**src/rtl/angle_normalizer.sv**
```systemverilog
// Reduces an integer degree angle modulo 360, folds it into the first octant and
// scales it to CORDIC format (0x4000 = 45 deg). Optional macro: NEG_ANGLE_EN.
module angle_normalizer #(
  parameter int WIDTH   = 16,
  parameter int SCALE_K = 93207
) (
  input  logic             clk,
  input  logic             rst,
  input  logic             start,
  input  logic [WIDTH-1:0] angle_deg,
  input  logic             done_in,
  output logic             valid_out,
  output logic [WIDTH-1:0] angle_out,
  output logic             swap_out,
  output logic             sin_neg,
  output logic             cos_neg,
  output logic             busy,
  output logic [2:0]       dbg_state_o
);

  typedef enum logic [2:0] {
    S_IDLE    = 3'd0,
    S_MOD     = 3'd1,
    S_QUAD    = 3'd2,
    S_FOLD    = 3'd3,
    S_SCALE   = 3'd4,
    S_HOLD    = 3'd5,
    S_RELEASE = 3'd6
  } state_e;

`ifdef NEG_ANGLE_EN
  typedef logic signed [WIDTH:0] acc_t;
`else
  typedef logic [WIDTH:0] acc_t;
`endif

  localparam int   PW   = WIDTH + 18;
  localparam acc_t C360 = acc_t'(360);
  localparam acc_t C90  = acc_t'(90);
  localparam acc_t C45  = acc_t'(45);
`ifdef NEG_ANGLE_EN
  localparam acc_t C0   = acc_t'(0);
`endif

  state_e           state_q;
  acc_t             a_q;
  logic [1:0]       q_q;
  logic             fold_q;
  logic             valid_q;
  logic [WIDTH-1:0] angle_q;
  logic             swap_q;
  logic             sin_neg_q;
  logic             cos_neg_q;

  logic [PW-1:0]    prod_d;
  logic [WIDTH-1:0] scaled_d;

  // In SCALE a_q is already within 0..45, so only its low bits carry value.
  assign prod_d   = PW'(a_q[WIDTH-1:0]) * PW'(SCALE_K) + PW'(128);
  assign scaled_d = WIDTH'(prod_d >> 8);

  // Handshake: valid_out rises with the result and stays high, outputs frozen,
  // until done_in is seen high; the request is then retired, and a new one is
  // accepted only after done_in has returned low (RELEASE).
  always_ff @(posedge clk) begin
    if (!rst) begin
      state_q   <= S_IDLE;
      a_q       <= '0;
      q_q       <= '0;
      fold_q    <= 1'b0;
      valid_q   <= 1'b0;
      angle_q   <= '0;
      swap_q    <= 1'b0;
      sin_neg_q <= 1'b0;
      cos_neg_q <= 1'b0;
    end else begin
      case (state_q)
        S_IDLE: begin
          if (start) begin
`ifdef NEG_ANGLE_EN
            a_q <= acc_t'($signed(angle_deg));
`else
            a_q <= acc_t'(angle_deg);
`endif
            q_q     <= '0;
            fold_q  <= 1'b0;
            state_q <= S_MOD;
          end
        end
        S_MOD: begin
`ifdef NEG_ANGLE_EN
          if (a_q < C0) a_q <= a_q + C360;
          else
`endif
          if (a_q >= C360) a_q <= a_q - C360;
          else state_q <= S_QUAD;
        end
        S_QUAD: begin
          if (a_q >= C90) begin
            a_q <= a_q - C90;
            q_q <= q_q + 2'd1;
          end else begin
            state_q <= S_FOLD;
          end
        end
        S_FOLD: begin
          // 45 deg stays unfolded so it lands exactly on 0x4000.
          if (a_q > C45) begin
            a_q    <= C90 - a_q;
            fold_q <= 1'b1;
          end
          state_q <= S_SCALE;
        end
        S_SCALE: begin
          angle_q   <= scaled_d;
          swap_q    <= fold_q ^ q_q[0];
          sin_neg_q <= q_q[1];
          cos_neg_q <= q_q[0] ^ q_q[1];
          valid_q   <= 1'b1;
          state_q   <= S_HOLD;
        end
        S_HOLD: begin
          if (done_in) begin
            valid_q <= 1'b0;
            state_q <= S_RELEASE;
          end
        end
        S_RELEASE: begin
          if (!done_in) state_q <= S_IDLE;
        end
        default: state_q <= S_IDLE;
      endcase
    end
  end

  assign valid_out   = valid_q;
  assign angle_out   = angle_q;
  assign swap_out    = swap_q;
  assign sin_neg     = sin_neg_q;
  assign cos_neg     = cos_neg_q;
  assign busy        = (state_q != S_IDLE);
  assign dbg_state_o = state_q;

endmodule

```
**config.mk**
```make
export PLATFORM = sky130hd
export DESIGN_NAME = angle_normalizer
export DESIGN_NICKNAME = d
export VERILOG_FILES = /design/src/rtl/angle_normalizer.sv
export SDC_FILE = /design/constraint.sdc
export NUM_CORES = 1
export LEC_CHECK = 0
export BUFFER_PORTS_ARGS = -buffer_cell sky130_fd_sc_hd__clkbuf_2
export CAP_MARGIN = 40
export CORE_MARGIN = 5
export CORE_UTILIZATION = 40
export DETAILED_ROUTE_END_ITERATION = 12
export SLEW_MARGIN = 25
export SYNTH_ARGS = -nofsm -noshare
export SYNTH_HDL_FRONTEND = slang
export SYNTH_SLANG_ARGS = --single-unit
```
**constraint.sdc**
```tcl
create_clock -name clk -period 6 [get_ports clk]
set_input_delay 0.6 -clock clk [delete_from_list [all_inputs] [get_ports clk]]
set_output_delay 0.6 -clock clk [all_outputs]
set_load 0.01 [all_outputs]
```
==> flow_summary.ini <==
[sta]
fin_tns_setup_ps = 0
fin_crit_sh_pct = 91.28
timing.slew.headroom_pct = 40.54
maxSlewViolCount = 0
worst_setup_skew_after_layout_ps = 7.046
tightest_slew_ps = 891.9
setup-violations-final = 0
final-hold-violation-count = 0
timing.final.crit_period_ps = 5477
achievable-frequency_ghz = 0.1826
unrepaired_setup_endpoints_after_global_routing = false

[synth]
async_reset_ff_share_pct = 0
synth_area_per_cell_um2 = 8.462
postSynthNetCount = 1045
dominant_register_cell_in_the_synthesized_netlist = dfxtp_1
yosysWarnings = 0
synth_seq_area_share_pct = 12.29
netlist_area_um2 = 7007
ys_ff_latch = 43
synth_cells = 828
post_synth_num_cell_types = 67
synth-edff-count = 0

[worst_setup_path]
worstRegToRegCells = 18
largest_incremental_delay_on_the_critical_path_ps = 540
timing.critical_path.mode_cell = fa_1
ff2ff_setup_slack_ps = 520
criticalPathCategory = flip-flop to flip-flop
timing.critical_path.cells = fa_1 > inv_1 > fa_1 > inv_1 > fa_1 > fa_1 > inv_1 > fa_1 > fa_1 > inv_1 > ha_1 > a21oi_1 > nand2_1 > or3_1 > o211ai_1 > o21ai_0 > xnor2_1 > o21ai_0
cp-start-kind = flip-flop
timing.critical_path.fanout_max = 10
setup.worst_path.end_class = flip-flop
worst-endpoint-required_ps = 6190
crit_slowest_cell = fa_1
worst_r2r_endpoint = angle_out[12]
reg2reg_from = a_q[15]
worst_ep_arrival_time_ps = 5660

[clocking]
cts_root_buf = clkbuf_16
path_clk_slew_ps = 80
holdBufCountCts = 0
cts_tree = built
htree_num_levels = 2
tritoncts_buffer_count = 5
cts.path.max_buffers = 2
cts.repair.resized = 0
numClockSinks = 43
clock_insertion_delay_worst_skew_ps = 310
cts.repair_timing.setup_buffer_count = 0

[global_routing]
groute.usage.overall_pct = 19.04
wire_length_of_the_first_global_routing_pass_mm = 30.40
grt_max_degree = 38
antenna_found_initial = 0
grt-ovfl-total = 0
grt_pass1_vias = 5574

[flow_run]
maxCapViolCount = 0

[floorplan]
die_height_um = 142.4
ios = 44
initial_utilization_pct = 40.65
placement_rows = 48
core_region_area_um2 = 17240
chipWidth_um = 142.4
design.die.area_um2 = 20260

[detailed_routing]
vias = 5830
post-route-drc-count = 0
first_iter_violations = 316
detail_route.wl_per_cell_um = 17.32
first_pass_iters = 5
number_of_antenna_violating_nets_in_the_routed_design = 0
via_per_inst = 5.314
totalWireLength_mm = 19.00

[final_layout]
final_cell_mix = inv_1, ha_1, fa_1
layout-drive-gt1-share_pct = 9.404
ant_diodes = 0
final_cell_area_um2 = 7667
mostFrequentLayoutCell = inv_1
synthToLayoutAreaGrowth_pct = 9.429
final_util_pct = 44.48
final_layout_net_count = 1088

[hold_path]
hold_depth = 2
hold_class = flip-flop to flip-flop
min_to = angle_out[0]
hold_path.startpoint = angle_out[0]

[place]
gpl.final_weighted_congestion = 0.9754
placement.cell_area_um2 = 7511
placement.io_buffers = 43
post-dp-hpwl_mm = 15.37

[outcome]
outcome = complete, no violations
## per-stage QoR
step           instances  worst slack [ps]  hold slack (ps)
5_1_grt             1097             174.9            482.3
4_1_cts             1096             517.4            454.4
6_report            1097             522.9            449.2
3_5_place_dp        1088             516.7            445.9
3_3_place_gp        1088             582.0            438.3
2_1_floorplan        828             845.6            450.7
## sequential cells by signal, summed over array words and instances (netlist names)
name / cells
cos_neg: 1
valid_out: 1
q_q: 2
dbg_state_o: 3
a_q: 17
fold_q: 1
sin_neg: 1
angle_out: 16
swap_out: 1
## worst max-delay path, delay by kind of cell (launching register included)
kind            cells  cell delay [ps]
compound gates      4              790
xor+xnor            1              160
fa+ha+maj           7             3380
buf+inv             4              210
flops               1              440
simple gates        2              380
## how the worst max path moves through the flow
| stage | startpoint | to | slack (ps) | depth (start not counted) |
|---|---|---|---|---|
| floorplan | a_q[14] | angle_out[12] | 850 | 18 |
| global placement | a_q[15] | angle_out[12] | 580 | 18 |
| detailed placement | a_q[15] | angle_out[12] | 520 | 18 |
| CTS | a_q[15] | angle_out[12] | 520 | 18 |
| global route | a_q[15] | angle_out[12] | 170 | 18 |
| finish | a_q[15] | angle_out[12] | 520 | 18 |
## cell usage after synthesis, types with 4 or more instances
cell,count,area [µm²]
o21a_1,6,45.04
xnor2_1,24,210.2
a21o_1,7,52.55
a211oi_1,17,127.6
nor2_1,42,157.7
nand2_1,56,210.2
dfxtp_1,43,860.8
nor2b_1,5,31.28
inv_1,156,585.6
fa_1,66,1321
nand2b_1,7,43.79
or3_1,8,50.05
o32ai_1,4,35.03
o21ai_1,4,20.02
ha_1,131,1639
nor3_1,10,50.05
o21ai_0,48,240.2
nand4_1,5,31.28
o211ai_1,7,52.55
clkbuf_1,19,71.32
xor2_1,10,87.58
a21oi_1,53,265.3
mux2i_1,5,50.05
nor4_1,7,43.79
o22ai_1,4,25.02
nand3_1,10,50.05
a31oi_1,8,50.05
nor3b_1,4,30.03
## area by class of cell
class,instances,area (µm²)
Sequential cell,43,860.8
Tap cell,225,281.5
Inverter,156,585.6
Clock inverter,3,23.77
Timing Repair Buffer,61,350.3
Fill cell,1744,9569
Multi-Input combinational cell,604,5440
Clock buffer,5,125.1
## metal layers
metal	up-vias	GRT usage (%)	part of all wire (%)
met1	2783	27.56	48
met4	0	3.352	1.2
met3	19	2.957	5.0
li1	2879	-	-
met5	-	0	0
met2	149	30.56	46
## logic make-up (layout without fill, tap and decap cells)
kind of cell	Yosys count	count (layout)	share of synthesized area, %
AOI/OAI and AO/OA	193	193	18.00
DFF	43	43	12.29
and+or+nand+nor	175	175	12.43
xor gates and xnor gates	34	34	4.250
buffers and inverters	181	225	10.07
muxes	5	5	0.7143
adders and majority gates	197	197	42.25
Power is left out: the tool's default activity adds up to more than one toggle a clock period on the data nets, which glitch-free logic cannot reach.
